$ cat config.mk
export PLATFORM = sky130hd
export DESIGN_NAME = commit_arf_unit
export DESIGN_NICKNAME = d
export VERILOG_FILES = /design/src/rtl/commit_arf_unit_pkg.sv /design/src/rtl/commit_arf_unit_regfile.sv /design/src/rtl/commit_arf_unit.sv
export SDC_FILE = /design/constraint.sdc
export NUM_CORES = 2
export LEC_CHECK = 0
export ABC_CLOCK_PERIOD_IN_PS = 6770
export CORE_MARGIN = 4
export CORE_UTILIZATION = 40
export CTS_BUF_LIST = sky130_fd_sc_hd__clkbuf_16
export CTS_CLUSTER_SIZE = 16
export DETAILED_ROUTE_END_ITERATION = 16
export SKIP_LAST_GASP = 1
export SLEW_MARGIN = 15
export SYNTH_ARGS = -nofsm -noshare
export SYNTH_HDL_FRONTEND = slang
export SYNTH_SLANG_ARGS = --single-unit
$ cat constraint.sdc
create_clock -name clk -period 6.77 [get_ports clk]
set_input_delay 2.031 -clock clk [delete_from_list [all_inputs] [get_ports clk]]
set_output_delay 2.031 -clock clk [all_outputs]
set_load 0.05 [all_outputs]
$ cat src/rtl/commit_arf_unit_pkg.sv
// Shared types for the commit/ARF retirement unit: FSM states, RAT entry layout, widths.
package commit_pkg;

    localparam int          REG_IDX_W          = 5;
    localparam int          TAG_W              = 4;
    localparam logic [31:0] HANDLER_PC_DEFAULT = 32'h0000_0100;

    typedef enum logic [1:0] {
        ST_RUN      = 2'd0,
        ST_FLUSH    = 2'd1,
        ST_REDIRECT = 2'd2
    } state_t;

    typedef struct packed {
        logic             busy;
        logic [TAG_W-1:0] tag;
    } rat_entry_t;

endpackage

$ cat src/rtl/commit_arf_unit_regfile.sv
// Architectural register file: two combinational read ports, one write port, x0 hardwired to zero.
module arf_regfile
    import commit_pkg::*;
#(
    parameter int NUM_REGS = 32,
    parameter int DATA_W   = 32
) (
    input  logic                 clk,
    input  logic                 rst_n,
    input  logic                 we,
    input  logic [REG_IDX_W-1:0] waddr,
    input  logic [DATA_W-1:0]    wdata,
    input  logic [REG_IDX_W-1:0] raddr1,
    input  logic [REG_IDX_W-1:0] raddr2,
    output logic [DATA_W-1:0]    rdata1,
    output logic [DATA_W-1:0]    rdata2
);

    logic [DATA_W-1:0] mem [NUM_REGS];

    // NOTE: every register-state update uses <= so all flops sample the same pre-edge values.
    // NOTE: the array is reset on purpose; architectural state must read zero after reset,
    //       so this stays a flop array rather than an inferred RAM.
    always_ff @(posedge clk) begin
        if (!rst_n) begin
            for (int i = 0; i < NUM_REGS; i++) begin
                mem[i] <= '0;
            end
        end else if (we && (waddr != '0)) begin
            mem[waddr] <= wdata;
        end
    end

    assign rdata1 = (raddr1 == '0) ? '0 : mem[raddr1];
    assign rdata2 = (raddr2 == '0) ? '0 : mem[raddr2];

endmodule

$ cat src/rtl/commit_arf_unit.sv
// Retirement unit: ARF writeback, RAT busy tracking, exception flush walk and fetch redirect.
// Optional COMMIT_BYPASS_EN forwards a same-cycle normal commit onto the read ports.
module commit_arf_unit
    import commit_pkg::*;
#(
    parameter int          NUM_REGS   = 32,
    parameter int          DATA_W     = 32,
    parameter logic [31:0] HANDLER_PC = HANDLER_PC_DEFAULT
) (
    input  logic                 clk,
    input  logic                 rst_n,
    input  logic                 commit_valid,
    output logic                 commit_ready,
    input  logic [REG_IDX_W-1:0] commit_dest,
    input  logic [DATA_W-1:0]    commit_value,
    input  logic [TAG_W-1:0]     commit_tag,
    input  logic                 commit_except,
    input  logic [31:0]          commit_pc,
    input  logic                 ren_valid,
    input  logic [REG_IDX_W-1:0] ren_dest,
    input  logic [TAG_W-1:0]     ren_tag,
    input  logic [REG_IDX_W-1:0] rd_addr1,
    input  logic [REG_IDX_W-1:0] rd_addr2,
    output logic [DATA_W-1:0]    rd_val1,
    output logic [DATA_W-1:0]    rd_val2,
    output logic                 rd_busy1,
    output logic                 rd_busy2,
    output logic [TAG_W-1:0]     rd_tag1,
    output logic [TAG_W-1:0]     rd_tag2,
    output logic                 flush,
    output logic                 redirect_valid,
    output logic [31:0]          redirect_pc,
    output logic [31:0]          epc
);

    state_t                 state, state_nxt;
    rat_entry_t             rat [NUM_REGS];
    logic [REG_IDX_W-1:0]   flush_cnt;
    logic [DATA_W-1:0]      arf_rd1, arf_rd2;
    logic                   commit_fire, commit_wr, commit_exc;

    assign commit_fire = (state == ST_RUN) && commit_valid;
    assign commit_exc  = commit_fire && commit_except;
    assign commit_wr   = commit_fire && !commit_except && (commit_dest != '0);

    arf_regfile #(
        .NUM_REGS (NUM_REGS),
        .DATA_W   (DATA_W)
    ) u_arf (
        .clk    (clk),
        .rst_n  (rst_n),
        .we     (commit_wr),
        .waddr  (commit_dest),
        .wdata  (commit_value),
        .raddr1 (rd_addr1),
        .raddr2 (rd_addr2),
        .rdata1 (arf_rd1),
        .rdata2 (arf_rd2)
    );

    always_ff @(posedge clk) begin
        if (!rst_n) begin
            state <= ST_RUN;
        end else begin
            state <= state_nxt;
        end
    end

    always_comb begin
        state_nxt = state;
        unique case (state)
            ST_RUN:      if (commit_exc) state_nxt = ST_FLUSH;
            ST_FLUSH:    if (flush_cnt == REG_IDX_W'(NUM_REGS - 1)) state_nxt = ST_REDIRECT;
            ST_REDIRECT: state_nxt = ST_RUN;
            default:     state_nxt = ST_RUN;
        endcase
    end

    always_comb begin
        commit_ready   = (state == ST_RUN);
        flush          = (state == ST_FLUSH);
        redirect_valid = (state == ST_REDIRECT);
        redirect_pc    = redirect_valid ? HANDLER_PC : 32'h0;
    end

    always_ff @(posedge clk) begin
        if (!rst_n) begin
            flush_cnt <= '0;
            epc       <= '0;
        end else if (commit_exc) begin
            flush_cnt <= '0;
            epc       <= commit_pc;
        end else if (state == ST_FLUSH) begin
            flush_cnt <= flush_cnt + 1'b1;
        end
    end

    // The rename update is written after the commit clear so a same-cycle rename wins.
    always_ff @(posedge clk) begin
        if (!rst_n) begin
            for (int i = 0; i < NUM_REGS; i++) begin
                rat[i] <= '0;
            end
        end else if (state == ST_FLUSH) begin
            rat[flush_cnt].busy <= 1'b0;
        end else if (state == ST_RUN) begin
            if (commit_wr && rat[commit_dest].busy && (rat[commit_dest].tag == commit_tag)) begin
                rat[commit_dest].busy <= 1'b0;
            end
            if (ren_valid && (ren_dest != '0)) begin
                rat[ren_dest] <= '{busy: 1'b1, tag: ren_tag};
            end
        end
    end

    // NOTE: every output gets a default first so no path through the block infers a latch.
    always_comb begin
        rd_val1  = arf_rd1;
        rd_val2  = arf_rd2;
        rd_busy1 = (rd_addr1 != '0) && rat[rd_addr1].busy;
        rd_busy2 = (rd_addr2 != '0) && rat[rd_addr2].busy;
        rd_tag1  = rat[rd_addr1].tag;
        rd_tag2  = rat[rd_addr2].tag;
`ifdef COMMIT_BYPASS_EN
        if (commit_wr && (commit_dest == rd_addr1)) begin
            rd_val1 = commit_value;
            if (rat[rd_addr1].tag == commit_tag) rd_busy1 = 1'b0;
        end
        if (commit_wr && (commit_dest == rd_addr2)) begin
            rd_val2 = commit_value;
            if (rat[rd_addr2].tag == commit_tag) rd_busy2 = 1'b0;
        end
`else
`endif
    end

endmodule

# After elaboration in Yosys (flattened, before gate mapping)
# Memories as Yosys holds them, arrays and structs flattened.
# Cells that the tools add are included.
[word_totals] in_bits=97 output_inout_bits=141 n_memories=2 mem_bits_rw=1184 register_bits=39 wordCells=72
[mem_list] name="u_arf.mem" depth=32 width=32 rd=2 rd_ports_with_merged_regs=0 wr=32 line_no="commit_arf_unit_regfile.sv:19" text="logic [DATA_W-1:0] mem [NUM_REGS];"
[mem_list] name="rat" depth=32 width=5 rd=3 rd_ports_with_merged_regs=0 wr=32 line_no="commit_arf_unit.sv:37" text="rat_entry_t rat [NUM_REGS];"
[op_classes] muxes=35 n_reduce_logical=24 n_addsub=1 eq_ne=6 bitwise_logic=1
[ops] cell="two-way mux 32 bit" n=3
[ops] cell="two-way mux 5 bit" n=7
[ops] cell="OR reduction 32 bit" n=1
[ops] cell="nonzero test 5 bit" n=4
[ops] cell="two-way mux 1 bit" n=19
[ops] cell="OR reduction 5 bit" n=3
[ops] cell="logical AND 1 bit" n=10
[ops] cell="logical NOT 5 bit" n=2
[ops] cell="two-way mux 9 bit" n=1
[ops] cell="two-way mux 2 bit" n=4
[ops] cell="adder 5 x 1 -> 5 bit (second input constant)" n=1
[ops] cell="equality test 5 bit (second input constant)" n=1
[ops] cell="equality test 4 bit" n=1
[ops] cell="!= test 2 x 1 -> 1 bit (second input constant)" n=2
[ops] cell="case mux 2 bit (2 select lines)" n=1
[ops] cell="equality test 2 x 1 -> 1 bit (second input constant)" n=1
[ops] cell="equality test 2 bit (second input constant)" n=1
[ops] cell="logical NOT 2 bit" n=1
[ops] cell="AND reduction 2 bit" n=1
[ops] cell="OR reduction 2 bit" n=1
[ops] cell="logical NOT 1 bit" n=1
[ops] cell="inverter 1 bit" n=1

# Depth between registers and ports, before layout
[depth] word_depth=13 depth_mapped=11

# By module
# A second synthesis with hierarchy kept.
[hier_totals] cells_unflattened=4594 area_unflattened_um2=66700.2
[modules_own_cells] mod="arf_regfile" n_inst=1 area_each_um2=54204.5 cells_per_inst=3509
[modules_own_cells] mod="commit_arf_unit" n_inst=1 area_each_um2=12495.7 cells_per_inst=1085

# Least setup slack after synthesis
# Ideal clock, no wire load.
[synth_path] path_type="input to output" start="in rd_addr1[0]" end="out rd_val1[30]" stages=9 arrival_ns=4.828 path_slack_ns=-0.089 required_time_ns=4.739 cell_sequence="buf_2 -> buf_2 -> buf_2 -> buf_2 -> buf_2 -> mux2i_1 -> o22ai_1 -> a211oi_1 -> a211oi_1"
[synth_between] elab_chain_cells=2 elab_cells_between_ends=3 cone_classes="mux (1); reduce/logical (1); memory (1)"
[synth_lines] item="start: declaration" line_no="commit_arf_unit.sv:22" text="input logic [REG_IDX_W-1:0] rd_addr1,"
[synth_lines] item="memory (32 x 32 bit) / logical NOT 5 bit (equally long branches)"
[synth_lines] item="two-way mux 32 bit *" line_no="commit_arf_unit_regfile.sv:34" text="assign rdata1 = (raddr1 == '0) ? '0 : mem[raddr1];"
[synth_lines] item="end: declaration" line_no="commit_arf_unit.sv:24" text="output logic [DATA_W-1:0] rd_val1,"
# Mark *: on every way between the ends. The rest lies on a longest branch, timed or not.

# Final worst setup path
[layout_path] start="in rd_addr2[1]" end="out rd_val2[4]"
[layout_between] elab_chain_cells=2 elab_cells_between_ends=3 cone_classes="mux (1); reduce/logical (1); memory (1)"
[layout_lines] item="start: declaration" line_no="commit_arf_unit.sv:23" text="input logic [REG_IDX_W-1:0] rd_addr2,"
[layout_lines] item="memory (32 x 32 bit) / logical NOT 5 bit (equally long branches)"
[layout_lines] item="two-way mux 32 bit *" line_no="commit_arf_unit_regfile.sv:35" text="assign rdata2 = (raddr2 == '0) ? '0 : mem[raddr2];"
[layout_lines] item="end: declaration" line_no="commit_arf_unit.sv:25" text="output logic [DATA_W-1:0] rd_val2,"
# Marked as above.

==> run summary <==
Min Hold Slack: 0.454 ns
Num CTS Buffers: 135
Crit Path Max Fanout: 43
WL/cell: 34.3 um
synthesized area per cell: 14.8 um2
Required @ worst endpoint: 4.74 ns
first-pass GRT wire length: 335000 um
XOR/XNOR Fraction of Synth Area: 0.0639%
power per cell area: 239 nW/um2
Buf+Inv Stages, Crit Path: 3
Setup Crit Path Kind: input port to primary output
Setup Total Neg Slack: 0 ns
core area: 165000 um2
FMAX: 150 MHz
Die X: 416 um
CP endpoint kind: primary output
Worst Min Path Start: epc[22]
CTS Buffer Depth: 3
H-tree depth: 4
Post-synth EDFFs: 1152
maximum vdd drop: 207 uV
Synth Area in Compound Gates: 3.60%
measured slew at the worst slew-check pin: 1.18 ns
Netlist cell types: 71
die height: 416 um
reg2reg start: state[1]
critical path's top delay family: multiplexers
I/O Buffers: 206
Slew Viols, Final: 0
sequential share of the synthesized area: 54.1%
via count: 44100
largest net degree at the start of global routing: 71
DRT antenna net count: 0
gr ovfl total: 0
clk sinks: 1223
final hold vios: 0
Pre-antenna DRT Iters: 8
CTS tree: yes
final wirelength: 239000 um
number of global-route vias before repair: 43700
Ys Warns: 0
DR vias/cell: 6.33
Period minus WS final: 6.67 ns
Area growth, synth to finish: 15.9%
Cells after Synth: 4508
Cell Chain, Critical Path: buf_8, buf_4, mux4_2, mux4_2, mux2i_1, nor2_1, buf_4
Post-Synth Adder-Cell Area: 0.0376%
GRT Util Overall: 27.3%
Simple-Gate Fraction of Synth Area: 13.3%
Starting Density: 40.3%
Startpoint Class: input port
die area: 173000 um2
I/O pin count: 238
Synth Register Bits: 1223
CP Launch Point: rd_addr2[1]
1st-iter DRT viols: 6562
Final Cycle Share: 98.5%
Final nets: 4759
initial antenna violation count: 23
RSZ-0062 raised after global routing: false
worst clock skew: 0.0247 ns
clk_lat worst skew: 0.79 ns
Worst Path Arrival: 4.64 ns
endpoints failing setup: 0
Synth Flop Type: edfxtp_1
max incr delay on CP: 0.47 ns
Lkg Pwr: 28.1 nW
# DRC: 0
Post-DP HPWL: 144000 um
relative slew slack: 20.8%
number of max-cap violations: 0
Post-CTS Setup Bufs: 0
outcome: complete, no violations
Rows: 149
cell area after synthesis: 66600 um2
asr flop ratio synth: 0%
clock root buffer: clkbuf_16
commonest non-fill, non-tap cell in the layout: edfxtp_1
share of cells above drive strength 1: 28.2%
leading cell types in the layout, fill and taps excluded: 1152 x edfxtp_1, 993 x and2_1, 628 x mux4_2
Worst-path clk slew: 0.06 ns
main combinational cell family by area after synthesis: multiplexers
post-route core utilization: 46.7%
Total Power: 18.4 mW
mux share of post-synthesis cell area: 25.5%
Hold Path Class: register to register
Critical Path Slowest Stage Cell: buf_8
GP Congestion: 0.878
==> stage by stage <==
step	std cells	worst slack (ns)	area (um2)
detailed placement	6711	-0.0997	72900
CTS	6953	0.00177	77100
global placement	6711	-0.113	72900
finish	6970	0.0990	77200
global route	6954	0.0841	77100
floorplan	4574	0.00604	66800
==> worst register-to-register path, stage by stage (launching register included) <==
cell       delay, ns
dfxtp_1         0.32
nor2_2          0.19
nand2_1         0.12
a2111oi_4       0.74
nand3b_1        0.14
buf_4           0.31
nor2_4          0.74
buf_12          0.30
and2_1          0.18
==> layer usage <==
layer  GRT usage [%]  up-vias  share of wire (%)
met5               0        -              0.013
met4            10.9        4                4.4
met3            6.09      554                 11
met2            43.4     2949                 47
met1            36.6    22900                 38
li1                -    17700                  -
==> path summary, 6_finish.rpt <==
path                            end  slack (ns)  cells after the start
setup / recovery         rd_val2[4]         0.1                      7
hold / removal              epc[22]        0.45                      2
setup reg to reg  u_arf.mem[10][25]        3.58                      8
hold reg to reg             epc[22]        0.45                      2
==> state kept, by name, summed over array words and instances, names as in the netlist <==
signal and count:
epc 32, flush_cnt 5, rat 160, state 2
u_arf.mem 1024
==> kinds of logic after synthesis <==
family                   after synthesis
XOR/XNOR                               4
AO/OA/AOI/OAI                        339
flip-flops                          1223
buffers and inverters                534
other                                  1
adder cells (fa/ha/maj)                2
multiplexers                         905
AND/OR/NAND/NOR                     1500
==> power by group <==
| part | switching, mW | total, mW | internal, mW |
|---|---|---|---|
| Sequential | 0.150 | 8.69 | 8.53 |
| Clock | 3.14 | 7.15 | 4.01 |
| Combinational | 1.58 | 2.59 | 1.01 |
| Total | 4.87 | 18.4 | 13.6 |
==> repair_timing <==
action,CTS,global route
hold buffers,0,0
gates cloned,0,0
endpoints found under the setup margin,3,1
endpoints found under the hold margin,0,0
gates resized for setup,3,1
==> cell type report <==
cell class | count | area (um2)
Antenna cell | 16 | 40.0
Inverter | 5 | 18.8
Tap cell | 2189 | 2740
Sequential cell | 1223 | 36000
Multi-Input combinational cell | 2817 | 29300
Fill cell | 14200 | 88000
Clock inverter | 104 | 733
Timing Repair Buffer | 478 | 4900
Clock buffer | 138 | 3450
==> Yosys cell counts, types with 6 or more instances <==
cell | instances | share of area [%]
o21ai_0 | 36 | 0.27
nand2_1 | 180 | 1.0
nor2_1 | 95 | 0.54
a211oi_1 | 17 | 0.19
a32oi_1 | 28 | 0.37
buf_4 | 38 | 0.43
buf_1 | 63 | 0.36
mux2i_1 | 216 | 3.2
and3_1 | 130 | 1.2
mux2_2 | 61 | 1.0
nand3_1 | 9 | 0.068
a21oi_1 | 61 | 0.46
a211o_1 | 16 | 0.21
mux4_2 | 628 | 21
buf_2 | 44 | 0.33
o32ai_1 | 6 | 0.079
o221ai_1 | 33 | 0.43
a221oi_1 | 32 | 0.42
nor3_1 | 25 | 0.19
dfxtp_1 | 71 | 2.1
nor3b_1 | 9 | 0.10
nand2b_1 | 13 | 0.12
o22ai_1 | 54 | 0.51
o211ai_1 | 7 | 0.079
clkbuf_1 | 377 | 2.1
and2_1 | 993 | 9.3
edfxtp_1 | 1152 | 52
a31oi_1 | 28 | 0.26
No activity file was read; power rests on OpenSTA's default activity.
